[src/rtl/seq_pattern_detector.sv]
// Serial pattern detector: runtime-programmable 1..MAX_LEN-bit pattern, overlap/non-overlap matching.
// Optional saturating match counter enabled by defining PD_MATCH_COUNT_EN.
module seq_pattern_detector #(
    parameter int                 MAX_LEN     = 8,
    parameter int                 CNT_W       = 16,
    parameter logic [MAX_LEN-1:0] DEF_PATTERN = 'h1A,
    parameter int                 DEF_LEN     = 5
) (
    input  logic                         clk,
    input  logic                         rst,
    input  logic                         cfg_load,
    input  logic [MAX_LEN-1:0]           cfg_pattern,
    input  logic [$clog2(MAX_LEN+1)-1:0] cfg_len,
    input  logic                         cfg_overlap,
    input  logic                         in_valid,
    input  logic                         stream_in,
    input  logic                         count_clr,
    output logic                         pattern_found,
    output logic [CNT_W-1:0]             match_count
);

    localparam int                LEN_W     = $clog2(MAX_LEN + 1);
    localparam logic [LEN_W-1:0]  MAX_LEN_V = LEN_W'(MAX_LEN);
    localparam logic [LEN_W-1:0]  DEF_LEN_V = LEN_W'(DEF_LEN);

    typedef enum logic {
        IDLE,
        ARMED
    } state_e;

    state_e             state_q, state_d;
    logic [MAX_LEN-1:0] hist_q, hist_d;
    logic [MAX_LEN-1:0] pattern_q, pattern_d;
    logic [LEN_W-1:0]   fill_q, fill_d;
    logic [LEN_W-1:0]   len_q, len_d;
    logic               overlap_q, overlap_d;
    logic               found_q, found_d;

    logic [MAX_LEN-1:0] mask;
    logic [MAX_LEN-1:0] nhist;
    logic [LEN_W-1:0]   nfill;
    logic               accept;
    logic               match;

    // NOTE: every variable written here gets a default first, so no path can infer a latch.
    always_comb begin
        mask = '0;
        for (int i = 0; i < MAX_LEN; i++) begin
            mask[i] = (i < int'(len_q));
        end
    end

    // In ARMED the history already holds len bits, so any accepted bit may complete a match.
    always_comb begin
        accept = in_valid && !cfg_load;
        nhist  = MAX_LEN'({hist_q, stream_in});
        nfill  = (fill_q == MAX_LEN_V) ? fill_q : fill_q + LEN_W'(1);
        match  = accept && (len_q != '0)
                 && ((state_q == ARMED) || (nfill >= len_q))
                 && ((nhist & mask) == (pattern_q & mask));
    end

    always_comb begin
        hist_d    = hist_q;
        fill_d    = fill_q;
        pattern_d = pattern_q;
        len_d     = len_q;
        overlap_d = overlap_q;
        found_d   = 1'b0;
        state_d   = state_q;

        if (cfg_load) begin
            pattern_d = cfg_pattern;
            len_d     = (cfg_len > MAX_LEN_V) ? MAX_LEN_V : cfg_len;
            overlap_d = cfg_overlap;
            hist_d    = '0;
            fill_d    = '0;
        end else if (accept) begin
            hist_d  = nhist;
            fill_d  = (match && !overlap_q) ? '0 : nfill;
            found_d = match;
        end

        case (state_q)
            IDLE:    if ((len_d != '0) && (fill_d >= len_d)) state_d = ARMED;
            ARMED:   if (cfg_load || (fill_d < len_d))       state_d = IDLE;
            default: state_d = IDLE;
        endcase
    end

    // NOTE: reset is synchronous and active-low, so it is sampled only at the clock edge; state uses <= only.
    always_ff @(posedge clk) begin
        if (!rst) begin
            state_q   <= IDLE;
            hist_q    <= '0;
            fill_q    <= '0;
            pattern_q <= DEF_PATTERN;
            len_q     <= DEF_LEN_V;
            overlap_q <= 1'b1;
            found_q   <= 1'b0;
        end else begin
            state_q   <= state_d;
            hist_q    <= hist_d;
            fill_q    <= fill_d;
            pattern_q <= pattern_d;
            len_q     <= len_d;
            overlap_q <= overlap_d;
            found_q   <= found_d;
        end
    end

    assign pattern_found = found_q;

`ifdef PD_MATCH_COUNT_EN
    logic [CNT_W-1:0] count_q;

    // A clear beats a same-cycle match; the counter sticks at all-ones.
    always_ff @(posedge clk) begin
        if (!rst) begin
            count_q <= '0;
        end else if (count_clr) begin
            count_q <= '0;
        end else if (match && (count_q != '1)) begin
            count_q <= count_q + CNT_W'(1);
        end
    end

    assign match_count = count_q;
`else
    logic unused_count_clr;

    assign unused_count_clr = count_clr;
    assign match_count      = '0;
`endif

endmodule

[config.mk]
export PLATFORM = sky130hd
export DESIGN_NAME = seq_pattern_detector
export DESIGN_NICKNAME = d
export VERILOG_FILES = /design/src/rtl/seq_pattern_detector.sv
export SDC_FILE = /design/constraint.sdc
export NUM_CORES = 1
export LEC_CHECK = 0
export CORE_ASPECT_RATIO = 2
export CORE_UTILIZATION = 50
export DETAILED_ROUTE_END_ITERATION = 8
export GPL_TIMING_DRIVEN = 1
export PLACE_DENSITY = 0.79
export REMOVE_ABC_BUFFERS = 1
export SYNTH_ARGS = -nofsm -noshare
export SYNTH_HDL_FRONTEND = slang
export SYNTH_SLANG_ARGS = --single-unit
[constraint.sdc]
create_clock -name clk -period 3.9 [get_ports clk]
set_input_delay 0.975 -clock clk [delete_from_list [all_inputs] [get_ports clk]]
set_output_delay 0.975 -clock clk [all_outputs]
set_load 0.05 [all_outputs]
* Yosys cells after proc, flatten, opt, wreduce, memory -nomap -nowiden
Index checks and enable logic that the tools add are counted.
Storage, ports and cells: word-level logic and storage cells 50, ROM bits 0, bits in writable memories 0, latch bits 0, input port bits 19, flip-flop bits (word level) 26, output and inout port bits 17, memories kept 0
Operators by class: $add $sub $neg 1, divide/modulo/power cells 0, mux-type cells 9, shifts and indexed selects 0, equality and inequality tests 2, reduce and logical (&&, ||, !) cells 14, bitwise logic cells 5, $lt $le $gt $ge 12, $mul 0
Operator list (number):
- 4-bit two-way mux | 6
- 8-bit AND | 2
- 3-bit by 4-bit less-than comparator with 1-bit output, first input constant | 4
- 8-bit == test | 1
- 4-bit greater-or-equal comparator | 2
- 1-bit by 4-bit less-than comparator with 1-bit output, first input constant | 2
- 2-bit by 4-bit less-than comparator with 1-bit output, first input constant | 2
- 4-bit nonzero test | 2
- 1-bit logical AND | 6
- 4-bit by 1-bit adder with 4-bit output, second input constant | 1
- 4-bit == test, second input constant | 1
- 4-bit greater-than comparator, second input constant | 1
- 4-bit less-than comparator | 1
- 1-bit inverter | 3
- 3-bit OR reduction | 1
- 1-bit zero test | 2
- 1-bit logical OR | 2
- 1-bit two-way mux | 2
- 1-bit one-hot mux with 2 select lines | 1
- 2-bit OR reduction | 1

* Depth between registers and ports, before layout
depth in word-level cells 14, mapped depth 17, depth with buffers taken out 17

* Worst setup path after synthesis
No wires, ideal clock.
path type register to register, start register fill_q[0], end register state_q, period minus slack after synthesis 3.189 ns, cell stages (with the launch flop) 16, setup slack 0.711 ns, path buffers 0, setup time 0.122 ns, arrival time 3.067 ns, path through dfxtp_1 inv_1 ha_1 nand2_1 or2_2 xnor2_1 ha_1 nor3b_1 o21ai_0 nand4_2 nor3_2 or4_1 ha_1 and4_1 a221oi_1 nor2_1
Between the ends: word-level cells in the longest chain between the ends 14, elaborated cells between the ends (all ways) 18, those cells by class 1 x add/sub; 3 x order compare; 1 x eq/ne; 7 x mux; 6 x reduce/logical
Ends and longest elaborated chain:
- start, declared | RTL line 34 | logic [LEN_W-1:0] fill_q, fill_d;
- start signal, assigned | RTL line 104 | fill_q <= fill_d;
- 4-bit by 1-bit adder with 4-bit output / 4-bit == test (equally long branches) | RTL line 57 | nfill = (fill_q == MAX_LEN_V) ? fill_q : fill_q + LEN_W'(1);
- 4-bit two-way mux | RTL line 57
- 4-bit greater-or-equal comparator | RTL line 59 | && ((state_q == ARMED) || (nfill >= len_q))
- 1-bit logical OR | RTL line 59
- 1-bit logical AND | RTL line 59
- 1-bit logical AND | RTL line 60 | && ((nhist & mask) == (pattern_q & mask));
- 1-bit logical AND | RTL line 80 | fill_d = (match && !overlap_q) ? '0 : nfill;
- 4-bit two-way mux | RTL line 80
- 4-bit two-way mux * | RTL line 78 | end else if (accept) begin
- 4-bit two-way mux * | RTL line 72 | if (cfg_load) begin
- 4-bit less-than comparator / 4-bit greater-or-equal comparator (equally long branches) | RTL line 86, 85
- 1-bit logical OR / 1-bit logical AND (equally long branches) | RTL line 86, 85
- 1-bit two-way mux (on tied branches) | RTL line 86, 85
- 1-bit one-hot mux with 2 select lines * | RTL line 84 | case (state_q)
- end signal, assigned | RTL line 102 | state_q <= state_d;
- end, declared | RTL line 31 | state_e state_q, state_d;
Mark *: on every way between the ends. The rest lies on a longest branch, timed or not. A chain may end at the register's enable or synchronous reset.

* Worst setup path after layout
Ends and elaborated chain as after synthesis.

==> flow_summary.rst <==
.. list-table::
   :header-rows: 1

   * - Metric
     - Value
   * - Async SR Flop Fraction
     - 0%
   * - Starting utilization of the core area
     - between 50% and 60%
   * - Class of the tightest hold or removal check
     - reg -> reg
   * - Worst path top cell family by delay
     - simple AND/OR/NAND/NOR gates
   * - Boundary pin count
     - 36
   * - Summed area of non-filler cells in the final layout
     - roughly 1800 um2
   * - H-tree depth
     - 1
   * - Count of flip-flops with a built-in enable after synthesis
     - 0
   * - First-pass GRT wire length
     - between 5 and 6 mm
   * - Post-placement worst setup slack
     - 0.398 ns
   * - Max-cap violation count
     - 0
   * - Area fraction of the dominant cell type after synthesis
     - 32.5%
   * - Cts hold-fix bufs
     - 0
   * - Netlist area before placement
     - approximately 1600 um2
   * - Number of port buffers
     - 18
   * - Width of the chip
     - ~42 um
   * - Number of inserted diodes
     - 0
   * - Number of buffers created by CTS
     - 3
   * - CTS root buffer
     - clkbuf_8
   * - Final count of negative-setup-slack endpoints
     - 0
   * - Most numerous cell on the critical path
     - ha_1
   * - Total negative setup slack
     - 0 ns
   * - Maximum fanout along the worst path
     - 6
   * - Main synth FF type
     - dfxtp_1
   * - Total Power Consumption
     - 0.650 mW
   * - Setup fix buffers added after clock tree synthesis
     - 0
   * - First drt pass iteration count
     - 6
   * - Number of hold-slack violations in the final timing report
     - 0
   * - Maximum root-to-sink buffer count
     - 2
   * - Final worst-path cycle share
     - around nine tenths
   * - Area of the die
     - 3450 um2
   * - Vias/cell
     - 5.69
   * - Fmax
     - between 200 and 300 MHz
   * - Number of nets in the layout
     - between 200 and 250
   * - Insertion delay of the later-clocked pin in the worst-skew pair
     - about 0.27 ns
   * - Number of filler instances in the final layout
     - 290
   * - Max incr delay on CP
     - around 0.53 ns
   * - Cell leakage power
     - between 0.7 and 0.8 nW
   * - Most used standard cells in the synthesized netlist
     - 26 x dfxtp_1, 18 x mux2i_1, 16 x buf_4, 16 x nand2_1, 15 x nor2_1
   * - Critical path buffers and inverters
     - 1
   * - Slew at the pin closest to its max-slew limit
     - approximately 0.56 ns
   * - Remaining global-route overflow
     - 0
   * - Number of synthesized register bits
     - 26
   * - Unique masters post-synth
     - 38
   * - Cell type with the largest total area after synthesis
     - dfxtp_1
   * - Number of DRC violations after detailed routing
     - 0
   * - Worst clock skew
     - ~0.0019 ns
   * - Synthesis Warnings
     - 0
   * - RePlAce Congestion
     - about 0.9
   * - Layout cell share with drive strength beyond 1
     - around 5%
   * - Top-count cell post-synth
     - dfxtp_1
   * - WL per Instance
     - roughly 15 um
   * - Worst EP required
     - 4.07 ns
   * - Final critical delay including setup and external delays
     - between 3 and 4 ns
   * - Vias in the first global route
     - between 1000 and 1500
   * - Critical path cell sequence
     - inv_1 > ha_1 > nand2_1 > or2_2 > xnor2_1 > ha_1 > nor3b_1 > o21ai_0 > nand4_2 > nor3_2 > or4_1 > ha_1 > and4_1 > a221oi_1 > nor2_1
   * - Worst setup EP type
     - register
   * - Clock-pin slew on the worst setup and hold paths
     - about 0.090 ns
   * - Result of the run
     - complete, no violations
   * - CTS tree
     - done
   * - Cell row count
     - 28
   * - Total routing usage reported by global routing
     - about a fifth
   * - Max_slew headroom
     - 62.2%
   * - Placement Cell Area
     - 1740 um2
   * - Pwr/cell area
     - ~360 nW/um2
   * - DR iter-0 viols
     - 30
   * - Kind of launch point of the worst setup path
     - register
   * - Core region area
     - between 3000 and 4000 um2
   * - Count of final max-slew check failures
     - 0
   * - Syn_area_per_cell
     - a little under 9 um2
   * - Post-DP HPWL
     - around 2.6 mm
   * - Initial antenna violation count
     - 0
   * - Remaining antenna violation count
     - 0
   * - Clock net sink count
     - 26
   * - Maximum number of pins on one net before global-route repair
     - 18
   * - Die Ht
     - around 80 um
   * - Leading cell types by total area after synthesis
     - dfxtp_1 32%, mux2i_1 11%, ha_1 7.8%
   * - Signed area change from the synthesized netlist to the final layout
     - 12.9%
   * - Critical-path top delay cell
     - or4_1
   * - Critical path arrival
     - 3.68 ns
   * - Synthesized instance count
     - ~180
   * - Routed WL
     - about 3.3 mm
   * - Number of gates resized after cts
     - 0
   * - Final Hold Slack
     - slightly above 0.5 ns
   * - Vias
     - between 1000 and 1500
   * - Setup repair after global routing missed its margin
     - no
   * - Part of the Yosys area used for sequential elements
     - between 30% and 40%
   * - Post-route worst setup slack
     - ~0.38 ns
   * - Critical path type
     - reg -> reg
   * - Worst IR Drop VDD
     - between 0.2 and 0.3 mV
==> layer usage <==
layer / GRT usage, % / share of wire [%]
met5: 0 / 0
met4: 11.3 / 3.2
met3: 1.76 / 2.3
met2: 40.6 / 59
met1: 19.6 / 36
==> path summary, 6_finish.rpt <==
path / startpoint / endpoint / slack, ns / cells past startpoint
min reg2reg: pattern_q[4]$_SDFFE_PN1P_ / pattern_q[4]$_SDFFE_PN1P_ / 0.51 / 2
min: pattern_q[4]$_SDFFE_PN1P_ / pattern_q[4]$_SDFFE_PN1P_ / 0.51 / 2
max reg2reg: fill_q[0]$_SDFF_PN0_ / state_q$_SDFF_PN0_ / 0.38 / 15
max: fill_q[0]$_SDFF_PN0_ / state_q$_SDFF_PN0_ / 0.38 / 15
==> flip-flops by register name, summed over array words and instances (netlist names) <==
signal / count
pattern_q: 8
pattern_found: 1
hist_q: 7
len_q: 4
fill_q: 4
overlap_q: 1
state_q: 1
==> where the power goes <==
part           switching [mW]  internal, mW
combinational          0.0826        0.0545
clock                  0.0858         0.137
sequential             0.0133         0.277
total                   0.182         0.468
==> cell type report <==
cell class / instances / area, um2 / area share, %
multi-input combinational: 140 / 955 / 52.8
inverter: 8 / 30.0 / 1.66
timing repair buffer: 20 / 195 / 10.8
clock buffer: 3 / 41.3 / 2.28
sequential: 26 / 520 / 28.8
clock inverter: 1 / 30.0 / 1.66
tap: 30 / 37.5 / 2.07
==> logic make-up after synthesis <==
| kind of cell | count (synthesis) | synth area share (%) |
|---|---|---|
| AO/OA/AOI/OAI | 30 | 13.4 |
| XOR/XNOR | 10 | 5.46 |
| adder cells (fa/ha/maj) | 10 | 7.81 |
| buffers and inverters | 31 | 11.5 |
| flip-flops | 26 | 32.5 |
| multiplexers | 18 | 11.2 |
| other | 1 | 0.234 |
| AND/OR/NAND/NOR | 56 | 17.9 |
==> tightest hold or removal path: cells and delay by family (launching register included) <==
kind / cells / cell delay (ns)
flops: 1 / 0.35
simple gates: 1 / 0.06
mux: 1 / 0.07
==> stage by stage <==
step / cells / util (%)
2_1_floorplan: 174 / -
3_3_place_gp: 224 / 57.7
3_5_place_dp: 224 / 57.7
4_1_cts: 228 / 60.0
5_1_grt: 228 / 60.0
6_report: 228 / 60.0
==> layout by cell type, fill, tap and decap left out <==
cell type        count
dfxtp_1             26
mux2i_1             18
clkdlybuf4s50_1     18
nand2_1             16
conb_1              16
nor2_1              15
nor2b_1             11
xnor2_1             10
ha_1                10
inv_1                8
o22ai_1              5
o21ai_0              4
a31oi_1              4
a22oi_1              3
a2bb2oi_1            3
clkbuf_8             3
a211oi_1             2
or4_1                2
and2_1               2
o22a_1               2
nand2b_1             2
buf_4                2
nand3_1              1
or2_2                1
o221ai_1             1
nor3_1               1
a21o_1               1
nor3b_1              1
o211ai_1             1
o221a_2              1
nand4_2              1
nor3_2               1
a21oi_1              1
and3_1               1
a41oi_1              1
and4_1               1
a221oi_1             1
bufinv_16            1
Power figures use the tool's default switching activity.
